<file path="src/rtl/adc_i2c_sampler.sv">
// adc_i2c_sampler
// Command sequencer upstream of a byte-oriented I2C master. It configures an
// external 12-bit ADC, sets its conversion pointer, then reads one conversion
// per sample tick and emits signed 12-bit samples with a one-cycle strobe.
// The master's busy line paces the sequence: the next byte is presented on
// each busy rising edge, and a transaction ends on the final busy falling edge.
//
// Optional build macro: ADC_DCBLOCK_EN inserts a first-order DC blocker after
// the raw sample. This adds one cycle of latency.
//
// Ports:
//   clk, rst        system clock, asynchronous active-low reset
//   enable          run request; low returns the block to idle
//   i2c_ena         command latch request to the master
//   i2c_addr        slave address (constant DEV_ADDR)
//   i2c_rw          0 = write, 1 = read
//   i2c_data_wr     byte to write
//   i2c_busy        master busy
//   i2c_data_rd     byte read by the master
//   i2c_ack_error   master NACK flag
//   sample          latest sample, two's complement
//   sample_valid    one-cycle strobe when sample updates
//   cfg_done        configuration and pointer writes succeeded
//   overrun         sticky: a tick arrived while one was still pending
//   error           high while in the error state
module adc_i2c_sampler #(
   parameter int unsigned CLK_HZ      = 50000000,
   parameter int unsigned SAMPLE_HZ   = 8000,
   parameter logic [6:0]  DEV_ADDR    = 7'h48,
   parameter logic [7:0]  CFG_MSB     = 8'hC2,
   parameter logic [7:0]  CFG_LSB     = 8'hE3,
   parameter int unsigned TIMEOUT_CYC = 200000
) (
   input  logic        clk,
   input  logic        rst,
   input  logic        enable,
   output logic        i2c_ena,
   output logic [6:0]  i2c_addr,
   output logic        i2c_rw,
   output logic [7:0]  i2c_data_wr,
   input  logic        i2c_busy,
   input  logic [7:0]  i2c_data_rd,
   input  logic        i2c_ack_error,
   output logic [11:0] sample,
   output logic        sample_valid,
   output logic        cfg_done,
   output logic        overrun,
   output logic        error
);

   localparam int unsigned Div  = CLK_HZ / SAMPLE_HZ;
   localparam int unsigned DivW = (Div > 1) ? $clog2(Div) : 1;
   localparam int unsigned WdW  = $clog2(TIMEOUT_CYC + 1);

   typedef enum logic [2:0] {
      StIdle, StCfg, StPtr, StWait, StRead, StFilt, StOut, StErr
   } state_e;

   state_e            state_q, state_d;
   logic              busy_prev_q;
   logic [1:0]        busy_cnt_q, busy_cnt_d;
   logic [WdW-1:0]    wd_q, wd_d;
   logic [DivW-1:0]   div_q, div_d;
   logic              pending_q, pending_d;
   logic              overrun_q, overrun_d;
   logic              cfg_done_q, cfg_done_d;
   logic [7:0]        msb_q, msb_d;
   logic [11:0]       sample_q, sample_d;

   logic              rise, fall, tick, consume, in_xfer;
   logic [11:0]       raw;

   // Low nibble of the LSB byte is padding from the ADC.
   logic              unused_rd_lo;
   assign unused_rd_lo = ^i2c_data_rd[3:0];

   assign rise    = i2c_busy & ~busy_prev_q;
   assign fall    = ~i2c_busy & busy_prev_q;
   assign tick    = cfg_done_q && (div_q == DivW'(Div - 1));
   assign consume = (state_q == StWait) && pending_q;
   assign in_xfer = (state_q == StCfg) || (state_q == StPtr) || (state_q == StRead);
   assign raw     = {msb_q, i2c_data_rd[7:4]};

`ifdef ADC_DCBLOCK_EN
   logic signed [17:0] acc_q, acc_d;
   logic [11:0]        raw_q, raw_d;
   logic signed [17:0] dc_diff;
   logic [11:0]        dc_sat;

   // acc tracks the DC level scaled by 64; the output is x minus that level.
   always_comb begin
      dc_diff = $signed({{6{raw_q[11]}}, raw_q}) - (acc_q >>> 6);
      if (dc_diff > 18'sd2047) begin
         dc_sat = 12'h7FF;
      end else if (dc_diff < -18'sd2048) begin
         dc_sat = 12'h800;
      end else begin
         dc_sat = dc_diff[11:0];
      end
   end

   always_ff @(posedge clk or negedge rst) begin
      if (!rst) begin
         acc_q <= '0;
         raw_q <= '0;
      end else begin
         acc_q <= acc_d;
         raw_q <= raw_d;
      end
   end
`endif

   // Next-state, sequencing and datapath updates.
   always_comb begin
      state_d    = state_q;
      cfg_done_d = cfg_done_q;
      msb_d      = msb_q;
      sample_d   = sample_q;
`ifdef ADC_DCBLOCK_EN
      acc_d      = acc_q;
      raw_d      = raw_q;
`endif

      case (state_q)
         StIdle: begin
            if (enable && !i2c_busy) state_d = StCfg;
         end
         StCfg: begin
            if (fall) begin
               if (i2c_ack_error)            state_d = StErr;
               else if (busy_cnt_q == 2'd3)  state_d = StPtr;
            end
         end
         StPtr: begin
            if (fall) begin
               if (i2c_ack_error) begin
                  state_d = StErr;
               end else begin
                  cfg_done_d = 1'b1;
                  state_d    = StWait;
               end
            end
         end
         StWait: begin
            if (pending_q) state_d = StRead;
         end
         StRead: begin
            // Second rise: the first data byte has landed in the master.
            if (rise && (busy_cnt_q == 2'd1)) msb_d = i2c_data_rd;
            if (fall) begin
               if (i2c_ack_error) begin
                  state_d = StErr;
               end else if (busy_cnt_q == 2'd2) begin
`ifdef ADC_DCBLOCK_EN
                  raw_d   = raw;
                  state_d = StFilt;
`else
                  sample_d = raw;
                  state_d  = StOut;
`endif
               end
            end
         end
`ifdef ADC_DCBLOCK_EN
         StFilt: begin
            acc_d    = acc_q + dc_diff;
            sample_d = dc_sat;
            state_d  = StOut;
         end
`endif
         StOut:   state_d = StWait;
         StErr:   state_d = StErr;
         default: state_d = StIdle;
      endcase

      if (in_xfer && (wd_q == WdW'(TIMEOUT_CYC - 1))) state_d = StErr;
      if (state_d == StErr) cfg_done_d = 1'b0;

      if (!enable) begin
         state_d    = StIdle;
         cfg_done_d = 1'b0;
`ifdef ADC_DCBLOCK_EN
         acc_d      = '0;
`endif
      end

      // Rise counter and watchdog restart on entry to every transaction state.
      if (state_d != state_q) begin
         busy_cnt_d = 2'd0;
         wd_d       = '0;
      end else begin
         busy_cnt_d = (rise && (busy_cnt_q != 2'd3)) ? busy_cnt_q + 2'd1 : busy_cnt_q;
         wd_d       = in_xfer ? wd_q + WdW'(1) : '0;
      end

      if (!cfg_done_q || (div_q == DivW'(Div - 1))) div_d = '0;
      else                                           div_d = div_q + DivW'(1);

      // A tick that lands on a consume keeps pending set; a tick on an
      // unconsumed pending is dropped and flagged.
      pending_d = pending_q & ~consume;
      overrun_d = overrun_q;
      if (tick) begin
         if (pending_q && !consume) overrun_d = 1'b1;
         pending_d = 1'b1;
      end
      if (!enable) begin
         pending_d = 1'b0;
         overrun_d = 1'b0;
      end
   end

   always_ff @(posedge clk or negedge rst) begin
      if (!rst) begin
         state_q     <= StIdle;
         busy_prev_q <= 1'b0;
         busy_cnt_q  <= 2'd0;
         wd_q        <= '0;
         div_q       <= '0;
         pending_q   <= 1'b0;
         overrun_q   <= 1'b0;
         cfg_done_q  <= 1'b0;
         msb_q       <= 8'h00;
         sample_q    <= 12'h000;
      end else begin
         state_q     <= state_d;
         busy_prev_q <= i2c_busy;
         busy_cnt_q  <= busy_cnt_d;
         wd_q        <= wd_d;
         div_q       <= div_d;
         pending_q   <= pending_d;
         overrun_q   <= overrun_d;
         cfg_done_q  <= cfg_done_d;
         msb_q       <= msb_d;
         sample_q    <= sample_d;
      end
   end

   // Command outputs decoded from the state and the rise count.
   always_comb begin
      i2c_ena     = 1'b0;
      i2c_rw      = 1'b0;
      i2c_data_wr = 8'h00;
      case (state_q)
         StCfg: begin
            i2c_ena = (busy_cnt_q != 2'd3);
            case (busy_cnt_q)
               2'd0:    i2c_data_wr = 8'h01;
               2'd1:    i2c_data_wr = CFG_MSB;
               default: i2c_data_wr = CFG_LSB;
            endcase
         end
         StPtr: begin
            i2c_ena = (busy_cnt_q == 2'd0);
         end
         StRead: begin
            i2c_ena = (busy_cnt_q < 2'd2);
            i2c_rw  = 1'b1;
         end
         default: ;
      endcase
      // Dropping enable releases the master at once.
      if (!enable) i2c_ena = 1'b0;
   end

   assign i2c_addr     = DEV_ADDR;
   assign sample       = sample_q;
   assign sample_valid = (state_q == StOut) && enable;
   assign cfg_done     = cfg_done_q;
   assign overrun      = overrun_q;
   assign error        = (state_q == StErr);

endmodule
</file>
<file path="config.mk">
export PLATFORM = sky130hd
export DESIGN_NAME = adc_i2c_sampler
export DESIGN_NICKNAME = d
export VERILOG_FILES = /design/src/rtl/adc_i2c_sampler.sv
export SDC_FILE = /design/constraint.sdc
export NUM_CORES = 1
export LEC_CHECK = 0
export CAP_MARGIN = 20
export CORE_MARGIN = 4
export CORE_UTILIZATION = 32
export DETAILED_ROUTE_END_ITERATION = 12
export SYNTH_ARGS = -nofsm -noshare
export SYNTH_HDL_FRONTEND = slang
export SYNTH_SLANG_ARGS = --single-unit
</file>
<file path="constraint.sdc">
create_clock -name clk -period 2.72 [get_ports clk]
set_input_delay 0.544 -clock clk [delete_from_list [all_inputs] [get_ports clk]]
set_output_delay 0.544 -clock clk [all_outputs]
set_load 0.05 [all_outputs]
</file>
# After elaboration in Yosys (flattened, before gate mapping)
# Index checks and enable logic that the tools add are counted.
[op_classes] eq_ne=19 reduce_logical=21 magnitude_cmp=1 n_mux=33 n_bitwise=7 add_sub_neg=3
[ops] op="two-way mux 18 bit" count=2
[ops] op="two-way mux 3 bit" count=12
[ops] op="one-hot mux 3 bit (7 select lines)" count=1
[ops] op="adder 18 x 1 -> 18 bit, second input constant" count=1
[ops] op="== test 18 bit, second input constant" count=1
[ops] op="one-hot mux 8 bit (2 select lines)" count=1
[ops] op="adder 13 x 1 -> 13 bit, second input constant" count=1
[ops] op="== test 13 bit, second input constant" count=1
[ops] op="two-way mux 13 bit" count=1
[ops] op="== test 3 bit, second input constant" count=4
[ops] op="two-way mux 1 bit" count=12
[ops] op="logical AND 1 bit" count=8
[ops] op="two-way mux 8 bit" count=1
[ops] op="== test 3 x 2 -> 1 bit, second input constant" count=2
[ops] op="inequality test 3 x 1 -> 1 bit, second input constant" count=2
[ops] op="== test 2 bit, second input constant" count=2
[ops] op="two-way mux 2 bit" count=2
[ops] op="inequality test 2 x 1 -> 1 bit, second input constant" count=2
[ops] op="inverter 1 bit" count=4
[ops] op="AND reduction 2 bit" count=2
[ops] op="AND reduction 4 bit" count=1
[ops] op="bitwise AND 1 bit" count=3
[ops] op="== test 3 x 1 -> 1 bit, second input constant" count=1
[ops] op="logical NOT 1 bit" count=3
[ops] op="other kinds (12)" count=14
[word_totals] reg_bits=60 input_bits=13 word_cells=94 out_inout_bits=33

# Logic depth before layout (Yosys ltp)
[logic_depth] depth_word=9 mapped_depth=8 mapped_depth_nobuf=7

# Worst setup path before layout
# OpenSTA, ideal clock, no wires.
[synth_timing] kind="register -> output" from="reg state_q[1]" to="out i2c_data_wr[6]" stages_incl_launch_ff=4 required_ps=2176 path_buffers=1 t_arrival_ps=1982 slack_ps=194 path_cell_list="dfrtp_1 or3b_2 nor2_1 buf_4"
[synth_between] elab_chain_cells=2
[synth_lines] element="from (decl)" line="59" text="state_e state_q, state_d;"
[synth_lines] element="from (signal assigned)" line="215" text="state_q <= StIdle;"
[synth_lines] element="from (signal assigned)" line="226" text="state_q <= state_d;"
[synth_lines] element="== test 3 x 1 -> 1 bit" line="244" text="case (state_q)"
[synth_lines] element="two-way mux 8 bit" line="244"
[synth_lines] element="to (decl)" line="40" text="output logic [7:0] i2c_data_wr,"
# Every way passes these cells.

# Final worst setup path
[layout_timing] from="reg state_q[1]" to="out i2c_ena"
[layout_between] elab_chain_cells=3 word_cells_on_any_way=5 classes_between="3 x eq/ne; 2 x mux"
[layout_lines] element="== test 3 bit (tied with other cells)" line="244"
[layout_lines] element="one-hot mux 1 bit (3 select lines) (*)" line="244"
[layout_lines] element="two-way mux 1 bit (*)" line="263" text="if (!enable) i2c_ena = 1'b0;"
[layout_lines] element="to (decl)" line="37" text="output logic i2c_ena,"
# Every way passes the cells marked *; elsewhere a longest branch is shown, timed or not.

==> metrics.md <==
| Metric | Value |
|---|---|
| Status | `finished clean` |
| Pwr Total | `2.82 mW` |
| Synth Area per Inst | `10.5 sq um` |
| Fillers | `983` |
| RSZ-0062 raised after global routing | `no` |
| Final hold vios | `0` |
| I/O Buffers | `35` |
| Initial Util | `0.327` |
| Clock Path Buffers | `2` |
| Vias in the first global route | `2351` |
| Final nets | `365` |
| Critical Path AT | `2.00 ns` |
| CP Max Fanout | `15` |
| Antenna-violating nets left | `0` |
| Area growth, synth to finish | `24.3%` |
| Post-route setup TNS | `0 ns` |
| Slowest library cell on the worst path | `dfrtp_1` |
| CTS buffer count | `9` |
| Reg2reg start | `state_q[0]$_DFF_PN0_` |
| FP Rows | `36` |
| Skew final | `0.0113 ns` |
| CP endpoint | `i2c_ena` |
| Detailed-route vias per instance | `4.77` |
| Routed wire length | `6640 microns` |
| Reg2reg path depth | `5` |
| Least-Margin Pin Slew | `0.544 ns` |
| IO Pins | `46` |
| Initial antenna violation count | `0` |
| Period utilization | `0.935` |
| Core footprint | `9770 sq um` |
| Register area share after synthesis | `0.469` |
| Ys flop type | `dfrtp_1` |
| Dominant cells by area after synthesis | `dfrtp_1 47%, mux2_2 7.0%, xor2_1 4.1%, xnor2_1 3.8%, nor2_1 3.3%` |
| Post-CTS Resized | `0` |
| First-pass GRT wire length | `11700 microns` |
| Layout cells sized above 1 | `0.203` |
| Post-synth EDFFs | `0` |
| CP top delay family | `simple AND/OR/NAND/NOR gates` |
| Setup crit start | `state_q[1]$_DFF_PN0_` |
| Initial DRC Count | `67` |
| Drc violations | `0` |
| CP Buf/Inv Count | `1` |
| R2R Path End | `wd_q[5]$_DFF_PN0_` |
| CTS tree | `built` |
| Leak | `1.71 nW` |
| Number of cells produced by synthesis | `305` |
| # setup viols final | `0` |
| Maxcap violations | `0` |
| Area leader, netlist | `dfrtp_1` |
| Total setup buffers inserted after CTS | `0` |
| CTS sink count | `60` |
| PwrDens | `709 nW/um^2` |
| Via count | `2306` |
| Multi-input logic area | `1570 sq um` |
| Slew HR | `0.637` |
| Critical-path cell list | `or2_2, or3_1, o21ai_0, and2_1, buf_12` |
| FF+latch count, synth | `60` |
| Hold Crit Class | `input port to async pin` |
| Yosys top cell area share | `0.469` |
| Wire per inst | `13.7 microns` |
| CP startpoint kind | `register` |
| Die ar. | `11700 sq um` |
| Pin count of the biggest net entering global routing | `26` |
| Netlist cell types | `52` |
| Worst-Skew Late Latency | `0.34 ns` |
| Maximum VDD drop | `0.000311 V` |
| Warnings, synthesis | `0` |
| Diodes inserted | `0` |
| Critical Path RT | `2.18 ns` |
| GRT Total Usage | `0.126` |
| FFs w/ async S/R, synth | `1.00` |
| H-tree levels | `3` |
| Setup CP Type | `register to output port` |
| # hold bufs at CTS | `0` |
| Chip height | `108 microns` |
| HPWL Detailed | `4680 microns` |
| Count of pins over their slew limit | `0` |
| Reg2Reg Setup Slack | `0.61 ns` |
| RD Place Congestion | `0.892` |
| Post-placement worst setup slack | `0.172 ns` |
| CTS clk-pin slew, worst paths | `0.08 ns` |
| Root Driver | `clkbuf_8` |
| Register area | `1500 sq um` |
| Chip Width | `108 microns` |
| Path length in cells of the critical path | `5` |
| Commonest cells post-synth | `60 x dfrtp_1, 28 x nor2_1, 20 x mux2_2, 16 x nand2_1, 15 x xor2_1` |
| Synthesized area | `3200 sq um` |
| Fin worst setup slack | `0.178 ns` |
| Total grt overflow | `0` |
| Fin crit period | `2.54 ns` |
| Peak Freq | `393 MHz` |
| Endpoint type of the worst setup path | `output port` |
| Drt pass-1 iters | `4` |
| Most frequent cell after synthesis | `dfrtp_1` |
| Max incr delay on CP | `0.53 ns` |
[report_power, final]
| group | total [mW] | internal (mW) | switching, mW |
|---|---|---|---|
| combinational | 0.785 | 0.295 | 0.490 |
| sequential | 1.04 | 0.962 | 0.0808 |
| clock | 0.992 | 0.615 | 0.377 |
[layer usage]
layer / vias to the layer above / track usage / wire [microns]
met2: 49 / 0.206 / 3250
met1: 1124 / 0.162 / 3020
met5: - / 0 / 0
li1: 1129 / - / -
met4: 0 / 0.0271 / 38
met3: 4 / 0.0418 / 333
[metrics by stage]
step	cells	hold slack, ns	util	area, sq um
finish	483	0.182	0.407	3980
floorplan	313	0.248	-	3230
detailed placement	467	0.479	0.381	3730
global placement	467	0.477	0.381	3730
CTS	483	0.188	0.407	3980
global route	483	0.206	0.407	3980
[cells by family (layout without fill, tap and decap cells)]
family | after synthesis | in the layout | share of synthesized area
flip-flops | 60 | 60 | 0.469
multiplexers | 20 | 20 | 0.0704
buffers and inverters | 29 | 66 | 0.0512
adder cells (fa/ha/maj) | 7 | 7 | 0.0274
AND/OR/NAND/NOR | 122 | 122 | 0.221
AO/OA/AOI/OAI | 36 | 36 | 0.0786
other | 2 | 10 | 0.00235
XOR/XNOR | 29 | 29 | 0.0794
[sequential cells by signal, indices dropped and copies added, names as in the netlist]
name         flops
busy_prev_q      1
pending_q        1
overrun          1
busy_cnt_q       2
div_q           13
wd_q            18
msb_q            8
cfg_done         1
state_q          3
sample          12
[placed cells by master (no fill, tap or decap), types with 5 or more instances in the layout]
cell              n
nor2_1           28
conb_1           10
inv_1             6
clkdlybuf4s50_1  26
buf_12            6
xnor2_1          14
nor3_1           13
nand3_1          11
clkbuf_8          9
mux2_2           20
xor2_1           15
and3_1           12
buf_4            11
nand2b_1          5
ha_1              7
o21a_1            5
nand4_1           5
nand2_1          16
dfrtp_1          60
o21ai_0           7
nor3_2           10
[final cells by class]
cell class / count / share of cell area
Clock buffer: 9 / 0.0312
Clock inverter: 7 / 0.0312
Inverter: 6 / 0.00566
Multi-Input combinational cell: 224 / 0.395
Sequential cell: 60 / 0.378
Tap cell: 133 / 0.0419
Timing Repair Buffer: 44 / 0.118
[worst register-to-register path: stages, from the launching register on]
cell	delay, ns
dfrtp_1	0.59
or3b_2	0.55
o21a_1	0.13
a31oi_1	0.31
nand2_4	0.23
nor3_1	0.22
[how the worst min path moves through the flow]
stage	from	endpoint	slack, ns
floorplan	rst	busy_cnt_q[0]$_DFFE_PN0P_	0.25
global placement	overrun$_DFFE_PN0P_	overrun$_DFFE_PN0P_	0.48
detailed placement	overrun$_DFFE_PN0P_	overrun$_DFFE_PN0P_	0.48
CTS	rst	busy_prev_q$_DFF_PN0_	0.19
global route	rst	wd_q[2]$_DFF_PN0_	0.21
finish	rst	wd_q[2]$_DFF_PN0_	0.18
(Power assumes the default switching activity.)
